## config.mk

```make
export PLATFORM = sky130hd
export DESIGN_NAME = multicycle_adder_unit
export DESIGN_NICKNAME = d
export VERILOG_FILES = /design/src/rtl/multicycle_adder_unit.sv
export SDC_FILE = /design/constraint.sdc
export NUM_CORES = 1
export LEC_CHECK = 0
export ABC_AREA = 1
export CAP_MARGIN = 15
export CORE_ASPECT_RATIO = 1.75
export CORE_UTILIZATION = 56
export CTS_BUF_LIST = sky130_fd_sc_hd__clkbuf_4
export CTS_CLUSTER_SIZE = 16
export DETAILED_ROUTE_END_ITERATION = 10
export GPL_TIMING_DRIVEN = 0
export HOLD_SLACK_MARGIN = 0.05
export PLACE_DENSITY = 0.81
export SLEW_MARGIN = 20
export SYNTH_ARGS = -nofsm -noshare
export SYNTH_HDL_FRONTEND = slang
export SYNTH_SLANG_ARGS = --single-unit
```

## constraint.sdc

```tcl
create_clock -name clk -period 3.4 [get_ports clk]
set_input_delay 0.51 -clock clk [delete_from_list [all_inputs] [get_ports clk]]
set_output_delay 0.51 -clock clk [all_outputs]
set_load 0.05 [all_outputs]
```

## src/rtl/multicycle_adder_unit.sv

```systemverilog
// Digit-serial adder/subtractor: DIGIT bits per clock over WIDTH/DIGIT cycles, result held until Run drops.
// Optional macro ACCUM_EN: on entry to DONE the new Sum is also written into the B register.
module multicycle_adder_unit #(
    parameter int WIDTH = 16,
    parameter int DIGIT = 4
) (
    input  logic             clk,
    input  logic             Reset,
    input  logic             LoadB,
    input  logic             Run,
    input  logic             Sub,
    input  logic [WIDTH-1:0] SW,
    output logic [WIDTH-1:0] Bval,
    output logic [WIDTH-1:0] Sum,
    output logic             CO,
    output logic             OV,
    output logic             Busy,
    output logic             Done
);

    localparam int N     = WIDTH / DIGIT;
    localparam int CNT_W = (N > 1) ? $clog2(N) : 1;
    localparam logic [CNT_W-1:0] LAST_CNT = CNT_W'(N - 1);

    generate
        if (DIGIT < 1 || (WIDTH % DIGIT) != 0) begin : g_bad_digit
            $error("multicycle_adder_unit: WIDTH must be a multiple of DIGIT");
        end
    endgenerate

    typedef enum logic [1:0] {
        IDLE = 2'd0,
        ADD  = 2'd1,
        DONE = 2'd2
    } state_t;

    state_t             state_q, state_d;
    logic [WIDTH-1:0]   a_q, a_d;
    logic [WIDTH-1:0]   b_q, b_d;
    logic [WIDTH-1:0]   part_q, part_d;
    logic [WIDTH-1:0]   sum_q, sum_d;
    logic [CNT_W-1:0]   cnt_q, cnt_d;
    logic               op_q, op_d;
    logic               carry_q, carry_d;
    logic               co_q, co_d;
    logic               ov_q, ov_d;
    logic               busy_q, busy_d;
    logic               done_q, done_d;

    int                 bit_idx;
    logic [DIGIT-1:0]   dig_a, dig_b, dig_s;
    logic               dig_c;
    logic               bop_msb;

    always_comb begin
        state_d = state_q;
        a_d     = a_q;
        b_d     = b_q;
        part_d  = part_q;
        sum_d   = sum_q;
        cnt_d   = cnt_q;
        op_d    = op_q;
        carry_d = carry_q;
        co_d    = co_q;
        ov_d    = ov_q;

        // One digit slice of the ripple; subtract inverts B and seeds carry with 1
        bit_idx = int'(cnt_q) * DIGIT;
        dig_a   = a_q[bit_idx +: DIGIT];
        dig_b   = op_q ? ~b_q[bit_idx +: DIGIT] : b_q[bit_idx +: DIGIT];
        {dig_c, dig_s} = {1'b0, dig_a} + {1'b0, dig_b} + {{DIGIT{1'b0}}, carry_q};
        bop_msb = op_q ? ~b_q[WIDTH-1] : b_q[WIDTH-1];

        case (state_q)
            IDLE: begin
                if (Run) begin
                    a_d     = SW;
                    op_d    = Sub;
                    carry_d = Sub;
                    cnt_d   = '0;
                    part_d  = '0;
                    state_d = ADD;
                end else if (LoadB) begin
                    b_d = SW;
                end
            end
            ADD: begin
                part_d[bit_idx +: DIGIT] = dig_s;
                carry_d = dig_c;
                cnt_d   = cnt_q + 1'b1;
                if (cnt_q == LAST_CNT) begin
                    sum_d   = part_d;
                    co_d    = dig_c;
                    ov_d    = (a_q[WIDTH-1] == bop_msb) && (part_d[WIDTH-1] != a_q[WIDTH-1]);
`ifdef ACCUM_EN
                    b_d     = part_d;
`endif
                    state_d = DONE;
                end
            end
            DONE: begin
                if (!Run) state_d = IDLE;
            end
            default: state_d = IDLE;
        endcase

        busy_d = (state_d == ADD);
        done_d = (state_d == DONE);
    end

    always_ff @(posedge clk or posedge Reset) begin
        if (Reset) begin
            state_q <= IDLE;
            a_q     <= '0;
            b_q     <= '0;
            part_q  <= '0;
            sum_q   <= '0;
            cnt_q   <= '0;
            op_q    <= 1'b0;
            carry_q <= 1'b0;
            co_q    <= 1'b0;
            ov_q    <= 1'b0;
            busy_q  <= 1'b0;
            done_q  <= 1'b0;
        end else begin
            state_q <= state_d;
            a_q     <= a_d;
            b_q     <= b_d;
            part_q  <= part_d;
            sum_q   <= sum_d;
            cnt_q   <= cnt_d;
            op_q    <= op_d;
            carry_q <= carry_d;
            co_q    <= co_d;
            ov_q    <= ov_d;
            busy_q  <= busy_d;
            done_q  <= done_d;
        end
    end

    assign Bval = b_q;
    assign Sum  = sum_q;
    assign CO   = co_q;
    assign OV   = ov_q;
    assign Busy = busy_q;
    assign Done = done_q;

endmodule
```

==> out/qor.yml <==
final_core_util: 0.7093
worstMarginPinSlew_ns: 0.4999
path_cells: "inv_2, buf_2, o21ai_1, o22ai_1, xor2_1, fa_1, fa_1, xor2_1, nor2_1, nand2_1, o22ai_1, nand2_1, o21ai_1"
rsz0062_at_grt: "no"
drive_above_1_share: 0.1132
ioPinCount: 57
num_rows: 38
grt_pass1_vias: 3129
grt_pass1_wl_um: 13880
route.detailed.drc: 0
worstPathMaxFanout: 12
crit_slowest_cell: "dfrtp_1"
place_congestion: 0.8872
synth.distinct_cells: 34
nNetsFinal: 506
timing.final.crit_share: 0.8746
ant_nets: 0
cts_buffer_depth: 2
min-delay-path-class: "primary input to asynchronous set/reset pin"
setup_violations: 0
syn_to_final_growth_pct: 21.79
synth_enable_flop_cells: 0
crit_path_max_incr_delay_ns: 0.56
path_class: "flip-flop to flip-flop"
synth_async_sr_flop_share: 1.000
dp_hpwl_um: 6269
crit_path_end_kind: "flip-flop"
dr.pass1.iters: 5
status: "finished clean"
cts_setup_buffers: 0
syn_area_sq_um: 3600
synth-seq-cells: 74
num_vias: 3003
grt_usage: 0.2715
ys_seq_area_frac: 0.5144
chipHeight_um: 108.1
syn_inst: 406
coreArea_sq_um: 6181
slew_headroom: 0.6657
cts_resized: 0
cp_data_required_time_ns: 3.77
crit_arrival_ns: 3.34
h-tree-depth: 3
yosys_warnings: 0
drt-total-wl_um: 8250
synthFlopType: "dfrtp_1"
n_antenna_cell: 0
antenna_found_initial: 0
drv_slew: 0
synth_area_per_cell_sq_um: 8.866
grt_max_degree: 41
avgViaCountPerCell: 5.391
wire_per_inst_um: 14.81
finalHoldViolCount: 0
die_width_um: 62.61
gr-total-overflow: 0
finalInstanceArea_sq_um: 4384
max_freq_mhz: 336.3
min_period_ns: 2.974
fin_tns_setup_ns: 0
clk_pin_slew_ns: 0.11
cts_tree: "yes"
place_area_sq_um: 4283
initial_core_util: 0.5824
die_area_sq_um: 6765
drv_cap: 0
cts_hold_buf: 0
clockRootBuffer: "clkbuf_4"
cts.sinks: 74
startpoint_type: "flip-flop"
synth_nets: 438
numCtsBuffers: 9
port-buffer-count: 56
fin_worst_skew_ns: 0.01113
clk_latency_ns: 0.43
first_iter_violations: 153
## Yosys cell counts (2+ instances only)
cell type	count	area, sq um
nand2_1	97	364.1
dfrtp_1	74	1852
o21ai_1	50	250.2
inv_1	47	176.4
o21ai_0	24	120.1
nor2_1	21	78.83
o22ai_1	17	106.4
buf_2	10	50.05
ha_1	9	112.6
a21oi_1	7	35.03
inv_2	7	26.28
nand3_1	5	25.02
xor2_1	5	43.79
buf_6	4	45.04
mux2_4	3	45.04
o22ai_2	3	37.54
clkinv_1	2	7.510
fa_1	2	40.04
inv_4	2	12.51
nand4_1	2	12.51
nor2_8	2	40.04
## worst max-delay path: cells and delay by family (launching register included)
kind / cells / cell delay (ns)
fa+ha+maj: 2 / 0.85
simple gates: 3 / 0.33
flops: 1 / 0.56
compound gates: 4 / 0.50
xor+xnor: 2 / 0.32
buf+inv: 2 / 0.36
## cells by family (layout without fill, tap and decap cells)
group	after synthesis	count (layout)	synth area share
flip-flops	74	74	0.5144
adder cells (fa/ha/maj)	11	11	0.04241
AND/OR/NAND/NOR	132	132	0.1564
buffers and inverters	75	146	0.09593
multiplexers	3	3	0.01251
AO/OA/AOI/OAI	105	105	0.1637
XOR/XNOR	6	6	0.01460
## path summary, 6_finish.rpt
path                       cells after the start          to     start  slack [ns]
setup / recovery                              13     Sum[14]  cnt_q[1]        0.43
hold reg to reg                                2     Sum[11]   Sum[11]        0.49
setup reg to reg                              13     Sum[14]  cnt_q[1]        0.43
hold / removal                                 2  part_q[15]     Reset        0.43
min in group clk                               2     Sum[11]   Sum[11]        0.49
max in group asynchronous                      3    Bval[13]     Reset        2.41
## stage by stage
step	std cells	worst slack, ns	hold slack (ns)
detailed placement	543	0.4972	0.4665
CTS	557	0.4751	0.4294
floorplan	406	0.8516	0.4492
global placement	542	-0.06606	0.4649
global route	557	0.1763	0.4601
finish	557	0.4263	0.4346
## routing by layer
layer | routed length (um) | GRT usage | vias up
met3 | 262 | 0.05063 | 31
li1 | - | - | 1446
met1 | 3028 | 0.2612 | 1446
met4 | 341 | 0.1628 | 0
met5 | 0 | 0 | -
met2 | 4619 | 0.5233 | 80
## state kept, by name (all words and copies together), names as in the netlist, 2 cells and up
register  cells
Bval         16
Sum          16
a_q          16
part_q       16
cnt_q         2
state_q       2
## placed cells by master, fill, tap and decap left out, drive strengths merged
| cell | synthesis | final |
|---|---|---|
| xnor2 | 1 | 1 |
| o21ai | 75 | 75 |
| nand2 | 99 | 99 |
| clkdlybuf4s50 | 0 | 56 |
| inv | 57 | 57 |
| buf | 15 | 16 |
| nand4 | 2 | 2 |
| nor2 | 25 | 25 |
| ha | 9 | 9 |
| fa | 2 | 2 |
| a32oi | 1 | 1 |
| xor2 | 5 | 5 |
| dfrtp | 74 | 74 |
| clkinv | 2 | 3 |
| clkbuf | 1 | 14 |
| nand3b | 1 | 1 |
| a22oi | 1 | 1 |
| mux2 | 3 | 3 |
| nand3 | 5 | 5 |
| a21oi | 7 | 7 |
| a32o | 1 | 1 |
| o22ai | 20 | 20 |
## cell type report
| class | count | area, sq um |
|---|---|---|
| Sequential cell | 74 | 1852 |
| Tap cell | 80 | 100.1 |
| Timing Repair Buffer | 57 | 580.6 |
| Multi-Input combinational cell | 257 | 1403 |
| Buffer | 16 | 113.9 |
| Inverter | 59 | 234.0 |
| Clock inverter | 1 | 3.754 |
| Clock buffer | 13 | 97.59 |
| Fill cell | 526 | 1797 |
Power is not shown: default switching activity piles up to over one toggle a cycle in this logic, so the estimate is an artifact.
